## src/rtl/load_store_unit_pkg.sv

```systemverilog
// Shared types, FSM state codes and funct3 helpers for the load/store unit.
// Used by both the FSM top and the combinational alignment datapath.
package load_store_unit_pkg;

    typedef logic [31:0] word_t;
    typedef logic [2:0]  lsu_state_t;

    localparam lsu_state_t ST_IDLE = 3'd0;
    localparam lsu_state_t ST_REQ0 = 3'd1;
    localparam lsu_state_t ST_RD0  = 3'd2;
    localparam lsu_state_t ST_REQ1 = 3'd3;
    localparam lsu_state_t ST_RD1  = 3'd4;
    localparam lsu_state_t ST_RESP = 3'd5;

    localparam logic [2:0] F3_LB  = 3'b000;
    localparam logic [2:0] F3_LH  = 3'b001;
    localparam logic [2:0] F3_LW  = 3'b010;
    localparam logic [2:0] F3_LBU = 3'b100;
    localparam logic [2:0] F3_LHU = 3'b101;

    // Byte mask of an access from the funct3 size bits; 11 has no legal size.
    function automatic logic [3:0] size_mask(input logic [1:0] size);
        logic [3:0] mask;
        case (size)
            2'b00:   mask = 4'b0001;
            2'b01:   mask = 4'b0011;
            2'b10:   mask = 4'b1111;
            default: mask = 4'b0000;
        endcase
        return mask;
    endfunction

    // Unsigned variants only make sense for loads.
    function automatic logic f3_illegal(input logic [2:0] f3, input logic we);
        logic bad;
        case (f3)
            F3_LB, F3_LH, F3_LW: bad = 1'b0;
            F3_LBU, F3_LHU:      bad = we;
            default:             bad = 1'b1;
        endcase
        return bad;
    endfunction

endpackage

```

## src/rtl/load_store_unit_align.sv

```systemverilog
// Combinational lane alignment: byte enables and shifted store data across a
// two-word window, plus right-shift and sign/zero extension of load data.
module lsu_align
    import load_store_unit_pkg::*;
(
    input  logic [1:0]  off,
    input  logic [2:0]  funct3,
    input  word_t       wdata,
    input  logic [63:0] rd64,
    output logic [7:0]  be8,
    output logic [63:0] wd64,
    output word_t       rdata
);

    logic [4:0] shamt_s;
    word_t      rsh_s;

    // Store lanes and load extraction share the same byte offset.
    always_comb begin
        shamt_s = {off, 3'b000};
        be8     = {4'b0000, size_mask(funct3[1:0])} << off;
        wd64    = {32'h0000_0000, wdata} << shamt_s;
        rsh_s   = word_t'(rd64 >> shamt_s);
        case (funct3)
            F3_LB:   rdata = {{24{rsh_s[7]}}, rsh_s[7:0]};
            F3_LH:   rdata = {{16{rsh_s[15]}}, rsh_s[15:0]};
            F3_LW:   rdata = rsh_s;
            F3_LBU:  rdata = {24'h00_0000, rsh_s[7:0]};
            F3_LHU:  rdata = {16'h0000, rsh_s[15:0]};
            default: rdata = 32'h0000_0000;
        endcase
    end

endmodule

```

## src/rtl/load_store_unit.sv

```systemverilog
// Load/store unit: accepts one request, issues one or two aligned word accesses
// and returns an extended load result with a single-cycle completion pulse.
module load_store_unit
    import load_store_unit_pkg::*;
#(
    parameter bit MISALIGN_EN = 1'b1
) (
    input  logic        clk,
    input  logic        rst,
    input  logic        req_valid,
    input  logic        req_we,
    input  logic [2:0]  req_funct3,
    input  word_t       req_addr,
    input  word_t       req_wdata,
    output logic        req_ready,
    output logic        rsp_valid,
    output word_t       rsp_rdata,
    output logic        rsp_err,
    output word_t       mem_addr,
    output word_t       mem_wdata,
    output logic [3:0]  mem_be,
    output logic        mem_we,
    output logic        mem_re,
    input  word_t       mem_rdata
);

    lsu_state_t  state_r, state_nxt_s;
    word_t       addr_r, wdata_r, rd0_r;
    logic [2:0]  funct3_r;
    logic        we_r, split_r;

    word_t       sel_addr_s, sel_wdata_s, ext_rdata_s;
    logic [2:0]  sel_funct3_s;
    logic        sel_we_s;
    logic [7:0]  be8_s;
    logic [63:0] wd64_s, rd64_s;
    logic        cross_s, reject_s, accept_s;

    word_t       mem_addr_nxt_s, mem_wdata_nxt_s, rsp_rdata_nxt_s;
    logic [3:0]  mem_be_nxt_s;
    logic        mem_we_nxt_s, mem_re_nxt_s, rsp_err_nxt_s;

    // In IDLE the aligner looks at the live request, afterwards at the captured one.
    always_comb begin
        if (state_r == ST_IDLE) begin
            sel_addr_s   = req_addr;
            sel_wdata_s  = req_wdata;
            sel_funct3_s = req_funct3;
            sel_we_s     = req_we;
        end else begin
            sel_addr_s   = addr_r;
            sel_wdata_s  = wdata_r;
            sel_funct3_s = funct3_r;
            sel_we_s     = we_r;
        end
        case (state_r)
            ST_RD0:  rd64_s = {32'h0000_0000, mem_rdata};
            ST_RD1:  rd64_s = {mem_rdata, rd0_r};
            default: rd64_s = 64'h0;
        endcase
        accept_s = req_valid && (state_r == ST_IDLE);
        cross_s  = |be8_s[7:4];
        reject_s = f3_illegal(req_funct3, req_we) || (!MISALIGN_EN && cross_s);
    end

    lsu_align u_align (
        .off    (sel_addr_s[1:0]),
        .funct3 (sel_funct3_s),
        .wdata  (sel_wdata_s),
        .rd64   (rd64_s),
        .be8    (be8_s),
        .wd64   (wd64_s),
        .rdata  (ext_rdata_s)
    );

    // Next-state logic of the access sequencer.
    always_comb begin
        state_nxt_s = ST_IDLE;
        case (state_r)
            ST_IDLE: begin
                if (accept_s) begin
                    state_nxt_s = reject_s ? ST_RESP : ST_REQ0;
                end else begin
                    state_nxt_s = ST_IDLE;
                end
            end
            ST_REQ0: begin
                if (we_r) begin
                    state_nxt_s = split_r ? ST_REQ1 : ST_RESP;
                end else begin
                    state_nxt_s = ST_RD0;
                end
            end
            ST_RD0:  state_nxt_s = split_r ? ST_REQ1 : ST_RESP;
            ST_REQ1: state_nxt_s = we_r ? ST_RESP : ST_RD1;
            ST_RD1:  state_nxt_s = ST_RESP;
            ST_RESP: state_nxt_s = ST_IDLE;
            default: state_nxt_s = ST_IDLE;
        endcase
    end

    // Outputs are precomputed from the next state so they register as Moore outputs.
    always_comb begin
        mem_addr_nxt_s  = 32'h0000_0000;
        mem_wdata_nxt_s = 32'h0000_0000;
        mem_be_nxt_s    = 4'b0000;
        mem_we_nxt_s    = 1'b0;
        mem_re_nxt_s    = 1'b0;
        if (state_nxt_s == ST_REQ0) begin
            mem_addr_nxt_s  = {sel_addr_s[31:2], 2'b00};
            mem_wdata_nxt_s = wd64_s[31:0];
            mem_be_nxt_s    = be8_s[3:0];
            mem_we_nxt_s    = sel_we_s;
            mem_re_nxt_s    = !sel_we_s;
        end else if (state_nxt_s == ST_REQ1) begin
            mem_addr_nxt_s  = {sel_addr_s[31:2], 2'b00} + 32'd4;
            mem_wdata_nxt_s = wd64_s[63:32];
            mem_be_nxt_s    = be8_s[7:4];
            mem_we_nxt_s    = sel_we_s;
            mem_re_nxt_s    = !sel_we_s;
        end else begin
            mem_addr_nxt_s  = 32'h0000_0000;
        end
        // RESP reached straight from IDLE only happens for rejected requests.
        if (state_nxt_s == ST_RESP) begin
            rsp_err_nxt_s   = (state_r == ST_IDLE);
            rsp_rdata_nxt_s = ((state_r == ST_RD0) || (state_r == ST_RD1)) ? ext_rdata_s : 32'h0000_0000;
        end else begin
            rsp_err_nxt_s   = 1'b0;
            rsp_rdata_nxt_s = 32'h0000_0000;
        end
    end

    // State, request capture, first-word capture and registered outputs.
    always_ff @(posedge clk) begin
        if (rst) begin
            state_r   <= ST_IDLE;
            addr_r    <= 32'h0000_0000;
            wdata_r   <= 32'h0000_0000;
            funct3_r  <= 3'b000;
            we_r      <= 1'b0;
            split_r   <= 1'b0;
            rd0_r     <= 32'h0000_0000;
            req_ready <= 1'b1;
            rsp_valid <= 1'b0;
            rsp_rdata <= 32'h0000_0000;
            rsp_err   <= 1'b0;
            mem_addr  <= 32'h0000_0000;
            mem_wdata <= 32'h0000_0000;
            mem_be    <= 4'b0000;
            mem_we    <= 1'b0;
            mem_re    <= 1'b0;
        end else begin
            state_r <= state_nxt_s;
            if (accept_s) begin
                addr_r   <= req_addr;
                wdata_r  <= req_wdata;
                funct3_r <= req_funct3;
                we_r     <= req_we;
                split_r  <= cross_s;
            end
            if (state_r == ST_RD0) begin
                rd0_r <= mem_rdata;
            end
            req_ready <= (state_nxt_s == ST_IDLE);
            rsp_valid <= (state_nxt_s == ST_RESP);
            rsp_rdata <= rsp_rdata_nxt_s;
            rsp_err   <= rsp_err_nxt_s;
            mem_addr  <= mem_addr_nxt_s;
            mem_wdata <= mem_wdata_nxt_s;
            mem_be    <= mem_be_nxt_s;
            mem_we    <= mem_we_nxt_s;
            mem_re    <= mem_re_nxt_s;
        end
    end

endmodule

```

## config.mk

```make
export PLATFORM = sky130hd
export DESIGN_NAME = load_store_unit
export DESIGN_NICKNAME = d
export VERILOG_FILES = /design/src/rtl/load_store_unit_pkg.sv /design/src/rtl/load_store_unit_align.sv /design/src/rtl/load_store_unit.sv
export SDC_FILE = /design/constraint.sdc
export NUM_CORES = 1
export LEC_CHECK = 0
export ABC_CLOCK_PERIOD_IN_PS = 4700
export BUFFER_PORTS_ARGS = -buffer_cell sky130_fd_sc_hd__buf_4
export CORE_UTILIZATION = 38
export DETAILED_ROUTE_END_ITERATION = 8
export PLACE_DENSITY_LB_ADDON = 0.3
export SYNTH_ARGS = -nofsm -noshare
export SYNTH_HDL_FRONTEND = slang
export SYNTH_HIERARCHICAL = 1
export SYNTH_SLANG_ARGS = --single-unit
```

## constraint.sdc

```tcl
create_clock -name clk -period 4.7 [get_ports clk]
set_clock_uncertainty 0.2 [all_clocks]
set_input_delay 0.94 -clock clk [delete_from_list [all_inputs] [get_ports clk]]
set_output_delay 0.94 -clock clk [all_outputs]
set_load 0.02 [all_outputs]
```

Word level (Yosys, flattened, before mapping)
Index checks and enable logic that the tools add are counted.

Bits in registers: 209. Input port bits: 103.

Shift operators: 3. Reduce and logical (&&, ||, !) cells: 14. Equality and inequality tests: 17. Bitwise gates (word level): 3. Mux-type cells: 24. Add/subtract/negate cells: 1.

Operators with widths (count): $mux W32 (6); $pmux W32 S5 (1); $pmux W64 S2 (1); $shl A32 B5 Y64 (1); $shr A64 B5 Y32 (1); $add A32 B3 Y32 const B (1); $eq A3 B3 Y1 const B (6); $eq A3 B2 Y1 const B (5); $mux W3 (5); $pmux W3 S5 (1); $eq A3 B1 Y1 const B (4); $logic_not A3 Y1 (4); $pmux W4 S3 (1); $reduce_or A3 Y1 (3); $mux W4 (2); $shl A4 B2 Y8 (1); $mux W1 (6); $reduce_or A2 Y1 (2); $reduce_or A4 Y1 (1); $not A1 Y1 (3); $eq A2 B1 Y1 const B (1); $eq A2 B2 Y1 const B (1); $logic_not A2 Y1 (1); $pmux W1 S2 (1); other kinds (3) (3).

Depth between registers and ports, before layout
Depth after elaboration: 9. Depth in mapped cells: 16. Gate-level depth less buffers: 9.

Modules after synthesis
The synthesis kept the hierarchy.

Modules (own cells, without submodules): load_store_unit (area an instance 8916.1 sq um, sequential area each 4144.0 sq um, times used 1, cells an instance 1172); lsu_align (area an instance 2259.7 sq um, sequential area each 0.0 sq um, times used 1, cells an instance 255).

Worst setup path after synthesis
No wires, ideal clock.

Path type: reg-to-reg. From: register state_r[2]. To: register rsp_rdata[1]. Setup slack: 1.236 ns. Cell stages (with the launch flop): 16. Required time: 4.385 ns. Data arrival time: 3.149 ns. Period minus slack after synthesis: 3.464 ns. Buffers on the path: 6. Path through: dfxtp_1 buf_2 nor3_1 clkbuf_1 clkbuf_1 clkbuf_1 buf_2 nand2_1 nand2_1 inv_1 ha_1 nor2b_1 clkbuf_1 nor3_1 and2b_1 and2_1.

Elaborated cells on any way between the ends: 23. Those cells by class: eq/ne: 9; shift: 1; mux: 6; bitwise: 2; reduce/logical: 5.

RTL lines: start, declared (RTL line load_store_unit.sv:27) `lsu_state_t state_r, state_nxt_s;`; start signal, assigned (RTL line load_store_unit.sv:154) `state_r <= state_nxt_s;`; $logic_not A3 Y1 (*) (RTL line load_store_unit.sv:45) `if (state_r == ST_IDLE) begin`; $mux W3 (*) (RTL line load_store_unit.sv:45); net sel_funct3_s[0] (RTL line load_store_unit.sv:33) `logic [2:0] sel_funct3_s;`; $eq A3 B3 Y1 (tied with other cells) (RTL line load_store_unit_align.sv:24) `case (funct3)`; $pmux W32 S5 (*) (RTL line load_store_unit_align.sv:24); net ext_rdata_s[1] (RTL line load_store_unit.sv:32) `word_t sel_addr_s, sel_wdata_s, ext_rdata_s;`; end signal, assigned (RTL line load_store_unit.sv:167) `rsp_rdata <= rsp_rdata_nxt_s;`; end, declared (RTL line load_store_unit.sv:17) `output word_t rsp_rdata,`.

Mark *: on every way through the listed nets, which the timed path passes. The rest lies on a longest branch. A chain may end at the register's enable or synchronous reset.

Worst setup path after layout
From: register state_r[0]. To: register rsp_rdata[15].

Elaborated cells on any way between the ends: 23. Those cells by class: eq/ne: 9; shift: 1; mux: 6; bitwise: 2; reduce/logical: 5.

RTL lines: $logic_not A3 Y1 (RTL line load_store_unit.sv:45); $mux W32 (RTL line load_store_unit.sv:45); net sel_addr_s[0] (RTL line load_store_unit.sv:32); $shr A64 B5 Y32 (RTL line load_store_unit_align.sv:23) `rsh_s = word_t'(rd64 >> shamt_s);`; $pmux W32 S5 (RTL line load_store_unit_align.sv:24); net ext_rdata_s[15] (RTL line load_store_unit.sv:32).

The timed path passes the listed nets, and every way through them passes these cells.

==> results_dict.tcl <==
set metrics [dict create \
    crit_chain "nor3_2 -> buf_4 -> nand2_1 -> nand2_4 -> mux2i_1 -> a2bb2oi_4 -> o21ai_0 -> and2_1" \
    areaGrowthSynthToFinish_pct 21.9 \
    place.gp.congestion 0.879 \
    die-width_um 173 \
    p_per_area_nw_per_um2 510 \
    wl_um 32500 \
    route.detailed.drc 0 \
    final_max_slew_viol_count 0 \
    finalCriticalPeriod_ns 3.64 \
    ant_nets 0 \
    avgSynthCellArea_um2 7.84 \
    hold_class "register to register" \
    wl_per_cell_um 16.6 \
    cts-root-buf "clkbuf_16" \
    worstSkewPairLatency_ns 0.52 \
    postCtsSetupBuffers 0 \
    vias 10200 \
    r2r_cells 8 \
    critical_path.max_fanout 56 \
    core_area_um2 28800 \
    cts_inserted_buffers 24 \
    tightest_slew_ns 1.17 \
    die_y_um 173 \
    fmax_mhz 275 \
    grt_pass1_vias 9437 \
    synthCells 1419 \
    setup_viol 0 \
    start_kind "register" \
    crit_path_top_delay_cell "a2bb2oi_4" \
    whs_path_depth 2 \
    via_per_inst 5.22 \
    ctsHtreeMaxLevel 1 \
    antenna_found_initial 1 \
    netlist_area_um2 11100 \
    min_to "funct3_r[2]" \
    fillers 2775 \
    fp-row-count 62 \
    max_slew_margin_pct 21.9 \
    overflow 0 \
    nNetsFinal 1666 \
    fin_ws_ns 1.06 \
    regToRegSetupSlack_ns 1.06 \
    worstPathArrival_ns 3.85 \
    required_ns 4.91 \
    dp_slack_ns 1.08 \
    start_util_pct 38.7 \
    drive_gt1_share_pct 19.3 \
    reg2reg_to "rsp_rdata[15]" \
    drt_iter0_drc 854 \
    io_pins 208 \
    finalHoldViolCount 0 \
    cts_tree "done" \
    cts_hold_buf 0 \
    min_period_over_period_pct 77.4 \
    worstSetupEndpointType "register" \
    status "completed" \
    crit_type "register to register" \
    grt_pass1_wl_um 51500 \
    cts.sinks 207 \
    clkTransAtPathRegs_ns 0.06 \
    grt_max_degree 93 \
    drt-pass1-iter-count 6 \
    ctsResizeCount 0 \
    grt_usage_pct 21.2 \
    yosysWarnings 6 \
    ir_drop_mv 0.368 \
    p_leak_nw 6.07 \
    cts_max_path_buffers 3 \
    maxCapViolations 0 \
    io_buffers 205 \
    rr_startpoint "state_r[0]" \
    cp_slowest_stage_delay_ns 0.61 \
    rsz0062_at_grt "no" \
    timing.setup.tns_ns 0 \
    hp-start "funct3_r[2]" \
    die-area_um2 30000 \
    hpwl_um 22700 \
]
-- metal layers --
metal	global-route usage (%)	wire, um	vias up	share of wire (%)
li1	-	-	5060	-
met1	28.8	14600	4742	45
met2	33.7	14800	367	45
met3	4.60	2330	44	7.2
met4	6.01	788	0	2.4
met5	0	0	-	0
-- power by group --
| part | internal [mW] | switching (mW) |
|---|---|---|
| clock | 1.15 | 0.745 |
| sequential | 1.99 | 0.145 |
| combinational | 1.05 | 1.83 |
| total | 4.19 | 2.72 |
-- sequential cells by signal (all words and copies together), names as in the netlist --
register and count:
funct3_r 3, addr_r 32, req_ready 1, state_r 3, we_r 1, mem_wdata 32, mem_re 1, wdata_r 32
mem_be 4, mem_addr 30, rsp_err 1, mem_we 1, rd0_r 32, split_r 1, rsp_rdata 32, rsp_valid 1
-- final cells by class --
| class | instances | area [um^2] | share of cell area, % |
|---|---|---|---|
| inverters | 12 | 45.0 | 0.332 |
| diodes | 1 | 2.50 | 0.0185 |
| clock buffers | 32 | 702 | 5.18 |
| clock inverters | 9 | 100 | 0.738 |
| well taps | 384 | 480 | 3.54 |
| multi-input cells | 1090 | 6420 | 47.3 |
| flip-flops and latches | 207 | 4140 | 30.6 |
| repair buffers | 222 | 1670 | 12.3 |
-- critical path: cells and delay by family, from the launching register on --
| family | cells | cell delay [ns] |
|---|---|---|
| buffers and inverters | 1 | 0.38 |
| multiplexers | 1 | 0.42 |
| AND/OR/NAND/NOR | 4 | 1.21 |
| flip-flops | 1 | 0.45 |
| AO/OA/AOI/OAI | 2 | 0.83 |
-- how the worst max path moves through the flow --
stage	slack, ns	cells after the start	startpoint	to
after floorplan	1.24	15	state_r[2]	rsp_rdata[1]
after global placement	1.21	8	state_r[0]	rsp_rdata[15]
after detailed placement	1.08	8	state_r[0]	rsp_rdata[15]
after CTS	1.06	8	state_r[0]	rsp_rdata[15]
after global routing	0.80	8	state_r[0]	rsp_rdata[15]
final	1.06	8	state_r[0]	rsp_rdata[15]
-- through the flow --
step / cell area [um^2] / total power, mW / hold slack [ns] / utilization [%] / cells
after floorplan: 11200 / 4.26 / 0.236 / - / 1428
after global placement: 12800 / 4.98 / 0.242 / 44.3 / 1915
after detailed placement: 12800 / 5.02 / 0.247 / 44.3 / 1915
after CTS: 13600 / 6.94 / 0.254 / 47.1 / 1956
after global routing: 13600 / 7.34 / 0.269 / 47.1 / 1956
final: 13600 / 6.92 / 0.254 / 47.1 / 1957
-- cell usage in the layout, fill, tap and decap left out, types with 5 or more instances in the layout --
| cell | instances |
|---|---|
| nand2_1 | 439 |
| buf_4 | 222 |
| dfxtp_1 | 207 |
| a21oi_1 | 111 |
| nor2_1 | 92 |
| and2_1 | 73 |
| mux2i_1 | 61 |
| a22oi_1 | 39 |
| o21ai_0 | 36 |
| clkbuf_16 | 25 |
| mux4_1 | 20 |
| and3_1 | 17 |
| nand3_1 | 16 |
| nand4_1 | 13 |
| inv_1 | 11 |
| xor2_1 | 11 |
| conb_1 | 11 |
| nor3_1 | 10 |
| o22ai_1 | 10 |
| mux4_2 | 10 |
| nand3_2 | 10 |
| xnor2_1 | 7 |
| nor4_1 | 7 |
| nor2b_1 | 7 |
| mux2_2 | 6 |
| nand2b_1 | 6 |
| ha_1 | 6 |
| a21o_1 | 5 |
| a31oi_1 | 5 |
| nor3b_1 | 5 |
| or3_1 | 5 |
| clkinv_2 | 5 |
| clkbuf_8 | 5 |
Note: power is estimated with default switching activity, not from simulation.
